## config.mk

```make
export PLATFORM = sky130hd
export DESIGN_NAME = conv_weights_bank
export DESIGN_NICKNAME = d
export VERILOG_FILES = /design/src/rtl/conv_weights_bank.sv
export SDC_FILE = /design/constraint.sdc
export NUM_CORES = 1
export LEC_CHECK = 0
export CAP_MARGIN = 10
export CORE_MARGIN = 2
export CORE_UTILIZATION = 55
export DETAILED_ROUTE_END_ITERATION = 12
export PLACE_DENSITY = 0.79
export SYNTH_ARGS = -nofsm -noshare
export SYNTH_HDL_FRONTEND = slang
export SYNTH_SLANG_ARGS = --single-unit
```

## constraint.sdc

```tcl
create_clock -name pclk -period 7.34 [get_ports pclk]
set_input_delay 1.101 -clock pclk [delete_from_list [all_inputs] [get_ports pclk]]
set_output_delay 1.101 -clock pclk [all_outputs]
set_load 0.01 [all_outputs]
```

## src/rtl/conv_weights_bank.sv

```systemverilog
// Double-buffered multi-channel kernel/bias store: a serial session fills one channel's
// shadow bank; swap moves every complete shadow bank into the active bank.
module conv_weights_bank #(
  parameter int DW  = 16,
  parameter int K   = 3,
  parameter int NCH = 4,
  parameter int CW  = (NCH > 1) ? $clog2(NCH) : 1
) (
  input  logic                    pclk,
  input  logic                    rst,
  input  logic                    wr_start,
  input  logic [CW-1:0]           wr_ch,
  input  logic                    wr_en,
  input  logic [DW-1:0]           wr_data,
  input  logic                    swap,
  output logic [NCH*K*K*DW-1:0]   weights_o,
  output logic [NCH*DW-1:0]       bias_o,
  output logic [NCH-1:0]          weights_ready,
  output logic [NCH-1:0]          shadow_full,
  output logic                    load_done,
  output logic                    load_err
);

  localparam int NW = K * K;
  localparam int PW = $clog2(NW + 1);
  localparam logic [PW-1:0] BIAS_PTR = PW'(NW);

  typedef enum logic {IDLE, LOAD} state_t;

  state_t           state_q, state_d;
  logic [PW-1:0]    ptr_q, ptr_d;
  logic [CW-1:0]    ch_q, ch_d;
  logic             wr_hit;
  logic [CW-1:0]    wr_sel;
  logic [PW-1:0]    wr_idx;
  logic             start_ok;
  logic             complete;
  logic             done_d, err_d;

  logic [DW-1:0]    shadow_q [NCH][NW+1];
  logic [DW-1:0]    act_w_q  [NCH][NW];
  logic [DW-1:0]    act_b_q  [NCH];
  logic [NCH-1:0]   full_q, ready_q;
  logic             done_q, err_q;

  function automatic logic ch_valid(input logic [CW-1:0] c);
    return 32'(c) < 32'(NCH);
  endfunction

  always_comb begin
    state_d  = state_q;
    ptr_d    = ptr_q;
    ch_d     = ch_q;
    wr_hit   = 1'b0;
    wr_sel   = ch_q;
    wr_idx   = ptr_q;
    start_ok = 1'b0;
    complete = 1'b0;
    done_d   = 1'b0;
    err_d    = 1'b0;
    if (wr_start) begin
      // A start always wins over an in-flight session; the old session is dropped.
      if (ch_valid(wr_ch)) begin
        start_ok = 1'b1;
        state_d  = LOAD;
        ch_d     = wr_ch;
        ptr_d    = '0;
        if (wr_en) begin
          wr_hit = 1'b1;
          wr_sel = wr_ch;
          wr_idx = '0;
          ptr_d  = PW'(1);
        end
      end else begin
        err_d   = 1'b1;
        state_d = IDLE;
        ptr_d   = '0;
      end
    end else if (wr_en) begin
      if (state_q == LOAD) begin
        wr_hit = 1'b1;
        if (ptr_q == BIAS_PTR) begin
          complete = 1'b1;
          done_d   = 1'b1;
          state_d  = IDLE;
          ptr_d    = '0;
        end else begin
          ptr_d = ptr_q + 1'b1;
        end
      end else begin
        err_d = 1'b1;
      end
    end
  end

  always_ff @(posedge pclk) begin
    if (rst) begin
      state_q <= IDLE;
      ptr_q   <= '0;
      ch_q    <= '0;
      full_q  <= '0;
      ready_q <= '0;
      done_q  <= 1'b0;
      err_q   <= 1'b0;
      for (int c = 0; c < NCH; c++) begin
        act_b_q[c] <= '0;
        for (int i = 0; i <= NW; i++) shadow_q[c][i] <= '0;
        for (int i = 0; i < NW; i++) act_w_q[c][i] <= '0;
      end
    end else begin
      state_q <= state_d;
      ptr_q   <= ptr_d;
      ch_q    <= ch_d;
      done_q  <= done_d;
      err_q   <= err_d;
      if (wr_hit) shadow_q[wr_sel][wr_idx] <= wr_data;
      for (int c = 0; c < NCH; c++) begin
        if (swap && full_q[c]) begin
          for (int i = 0; i < NW; i++) act_w_q[c][i] <= shadow_q[c][i];
          act_b_q[c] <= shadow_q[c][NW];
          ready_q[c] <= 1'b1;
          full_q[c]  <= 1'b0;
        end
        if (start_ok && (wr_ch == CW'(c))) full_q[c] <= 1'b0;
        // A bias write coinciding with swap only marks the bank full; it commits next swap.
        if (complete && (ch_q == CW'(c))) full_q[c] <= 1'b1;
      end
    end
  end

  always_comb begin
    weights_o = '0;
    bias_o    = '0;
    for (int c = 0; c < NCH; c++) begin
      bias_o[c*DW +: DW] = act_b_q[c];
      for (int i = 0; i < NW; i++) weights_o[(c*NW+i)*DW +: DW] = act_w_q[c][i];
    end
  end

  assign weights_ready = ready_q;
  assign shadow_full   = full_q;
  assign load_done     = done_q;
  assign load_err      = err_q;

endmodule
```

---- Word-level counts from Yosys, hierarchy flattened ----
Memory sizes are Yosys's and may differ from the RTL's.
Cells that the tools add are included.
word-level totals
  register bits after elaboration ......... 17
  bits of input ports ..................... 23
  ROM bits ................................ 0
  memory bits (writable) .................. 1280
  memories kept ........................... 3
  output and inout port bits .............. 650
  bits in latches ......................... 0
memory list
  memory    depth  bits a word  rd ports  clocked after memory_dff  write ports  RTL line  source
  shadow_q  4      160          4         0                         4            40        logic [DW-1:0] shadow_q [NCH][NW+1];
  act_w_q   4      144          4         0                         4            41        logic [DW-1:0] act_w_q [NCH][NW];
  act_b_q   4      16           4         0                         4            42        logic [DW-1:0] act_b_q [NCH];
cells by class
  multiply operators ...................... 0
  reductions and logical operators ........ 24
  equal/unequal tests ..................... 7
  bitwise gates (word level) .............. 42
  order comparisons ....................... 2
  divide/modulo/power cells ............... 0
  multiplexer cells ....................... 97
  add/sub/neg operators ................... 1
  shifts and indexed selects .............. 0
operator list
  operator                                                               count
  16-bit 2-to-1 mux                                                      41
  160-bit 2-to-1 mux                                                     3
  160-bit OR reduction                                                   1
  16-bit demux with 4-bit select                                         1
  1-bit 2-to-1 mux                                                       43
  1-bit OR                                                               40
  4-bit 2-to-1 mux                                                       6
  1-bit logical AND                                                      13
  3-bit nonzero test                                                     4
  2-bit equality test, second input constant                             4
  2-bit 2-to-1 mux                                                       3
  5-bit >= comparator, second input constant                             1
  5-bit by 1-bit < comparator with 1-bit output, second input constant   1
  4-bit inverter with 5-bit output                                       1
  4-bit by 1-bit adder with 4-bit output, second input constant          1
  2-bit by 1-bit equality test with 1-bit output, second input constant  2
  4-bit equality test, second input constant                             1
  2-bit logical NOT                                                      2
  2-bit nonzero test                                                     2
  3-bit OR reduction                                                     1
  2-bit AND reduction                                                    1
  1-bit inverter                                                         1

---- Depth between registers and ports, before layout ----
  depth after elaboration ................. 10
  gate-level depth with buffers ........... 8
  gate-level depth less buffers ........... 3

---- Worst setup path after synthesis ----
No wires, ideal clock.
  kind .................................... in2reg
  from .................................... input rst
  to ...................................... memory act_b_q[0][0] (enable)
  setup slack ............................. 1888 ps
  cell stages on the path ................. 3
  required time ........................... 6023 ps
  arrival ................................. 4134 ps
  buffers on the path ..................... 1
  library setup time ...................... 1317 ps
  cells stage by stage .................... inv_2 clkbuf_1 nand2_1
RTL lines
  element      RTL line  source
  from (decl)  10        input logic rst,
  to (decl)    42

==> out/qor.yml <==
dp_cells: 4696
synth_top_area_cell: "edfxtp_1"
max_slew.worst_pin.slew_ns: 1.145
finish.net_count: 3679
async_reset_ff_share_pct: 0
ys.flop_type: "edfxtp_1"
vias_per_cell: 5.961
cts_hold_buf: 0
globalplace.congestion: 0.8238
final-max-slew-violation-count: 0
first_iter_violations: 4040
setup_viol: 0
grtUsageTotal_pct: 29.44
cp-end-kind: "register"
overflow: 0
clk_pin_slew_ns: 0.06
synth_seq_cells: 1297
dr.pass1.iters: 6
synthTopCellsByCount: "edfxtp_1 (1280), and3_1 (402), nor3_1 (383)"
drc_errors: 0
final_cell_area_um2: 60440
slew_headroom_pct: 23.45
synth.most_common_cell: "edfxtp_1"
startpoint: "wr_start"
ys.warnings.count: 0
grt_pass1_wl_um: 191300
finalHoldViolations: 0
synth_cell_types: 51
netlist_area_um2: 48750
clock_path_buffers: 3
r2r_start: "state_q$_SDFFE_PP0P_"
antenna_found_initial: 9
crit_path_start_kind: "input port"
vdd_drop_max_mv: 0.2158
initial_core_util_pct: 55.33
setup_ws_ns: 2.971
tns_ns: 0
cts_inserted_buffers: 121
drive_gt1_share_pct: 9.151
die_w_um: 301.7
syn_nets: 3097
area_growth_pct: 23.98
num_vias: 29390
min_from: "weights_ready[3]$_SDFFE_PP0P_"
dp_slack_ns: 2.288
synth_seq_area_share_pct: 79.55
synth_edf_count: 1280
p_leak_nw: 22.12
cts_sinks: 1297
drt-wirelength-per-cell_um: 27.73
fp-row-count: 109
min_path_type: "reg2reg"
cap_violations: 0
cts_root_buf: "clkbuf_16"
max_clock_freq_mhz: 228.9
core-area_um2: 88100
dieArea_um2: 91030
hpwl_um: 86190
status: "finished, final reports clean"
crit_path_max_fanout: 103
placed_area_um2: 56550
cts_setup_buffers: 0
rsz0062_at_grt: "false"
fin_skew_ns: 0.03263
final_cells: 4930
crit_arrival_ns: 4.74
antenna_left: 0
crit_type: "in2reg"
synth.area.top_cells: "edfxtp_1 (79%), and3_1 (5.2%), nor3_1 (3.9%), and2_1 (3.9%), nor2_1 (1.1%)"
fillers: 5660
tritoncts: "built"
hold_slack_ns: 0.4896
worstPathRequired_ns: 7.71
wl_um: 136700
chipHeight_um: 301.7
grt_pass1_vias: 27920
min_period_over_period_pct: 59.53
avgSynthCellArea_um2: 15.86
insertion_delay_ns: 0.71
postSynthCellCount: 3074
layout_min_cycle_time_ns: 4.369
grt_max_degree: 233
ios: 673
netlist.area_leader.share_pct: 78.85
htree_levels: 3
cts_resized: 0
port_buffers: 672
p_per_area_nw_per_um2: 254.0
placed cells by master (no fill, tap or decap), types with 3 or more instances in the layout:
master / n
edfxtp_1: 1280
clkdlybuf4s50_1: 672
and3_1: 402
nor3_1: 383
and2_1: 305
nor2_1: 148
clkbuf_16: 123
buf_4: 70
nand3_1: 54
nor3_2: 50
nand2_1: 34
clkinv_1: 34
clkbuf_1: 27
clkinv_2: 21
dfxtp_1: 15
o21ai_1: 13
o31ai_2: 12
o31ai_4: 11
bufinv_16: 9
buf_12: 8
diode_2: 6
nor2b_1: 6
nand2_4: 5
a21oi_1: 5
o21ai_0: 4
inv_1: 4
a22o_1: 4
a21o_1: 3
nand4_1: 3
o21ai_2: 3
o211ai_1: 3
clkinv_16: 3
clkinv_4: 3
final cells by class:
cell class                 instances  area, um2  share of cell area (%)
sequential                      1297      38780                   64.17
timing repair buffer             750       7412                   12.26
clock buffer                     150       3179                   5.260
antenna                            6      15.01                 0.02484
tap                             1165       1458                   2.412
multi-input combinational       1481       8886                   14.70
inverter                           5      21.27                 0.03519
clock inverter                    76      683.2                   1.130
per-layer routing:
layer	share of wire [%]	wire length [um]	up-vias	track usage [%]
met1	35	48190	14610	37.67
met3	10	13740	304	6.188
met4	4.3	5940	8	12.35
met5	0.036	49	-	0
met2	50	68770	1852	49.26
li1	-	-	12610	-
state kept, by name, summed over array words and instances, names as in the netlist:
register,flops
shadow_q,640
act_w_q,576
act_b_q,64
ptr_q,4
shadow_full,4
weights_ready,4
ch_q,2
load_done,1
load_err,1
state_q,1
critical path: stages:
cell and delay [ns]:
clkdlybuf4s50_1 0.87, and4bb_1 0.80, nand2_8 0.51, buf_4 0.47
buf_4 0.31, o31ai_2 0.29, buf_4 0.28
through the flow:
step	utilization, %	total power [mW]
finish	68.60	15.35
global route	68.58	15.70
CTS	68.57	15.39
detailed placement	64.18	9.420
global placement	64.18	9.403
floorplan	-	8.920
path summary, 6_finish.rpt:
path	endpoint	slack [ns]	cells after the start
setup / recovery	shadow_q[3][77]$_SDFFCE_PN0P_	2.97	7
hold / removal	weights_ready[3]$_SDFFE_PP0P_	0.49	1
setup reg to reg	shadow_q[3][77]$_SDFFCE_PN0P_	4.03	6
hold reg to reg	weights_ready[3]$_SDFFE_PP0P_	0.49	1
where the power goes:
group	internal (mW)	leakage [nW]	switching, mW
combinational	0.259	6.85	0.541
clock	3.40	1.88	2.68
sequential	8.36	13.4	0.107
cell families (layout without fill, tap and decap cells):
logic type / count (synthesis) / count (layout) / share of synthesized area [%]
simple gates: 1404 / 1404 / 16.37
buf+inv: 296 / 981 / 2.926
xor+xnor: 1 / 1 / 0.01797
flops: 1297 / 1297 / 79.55
other cells: 0 / 6 / 0
compound gates: 76 / 76 / 1.137
No activity file was read; power rests on OpenSTA's default activity.
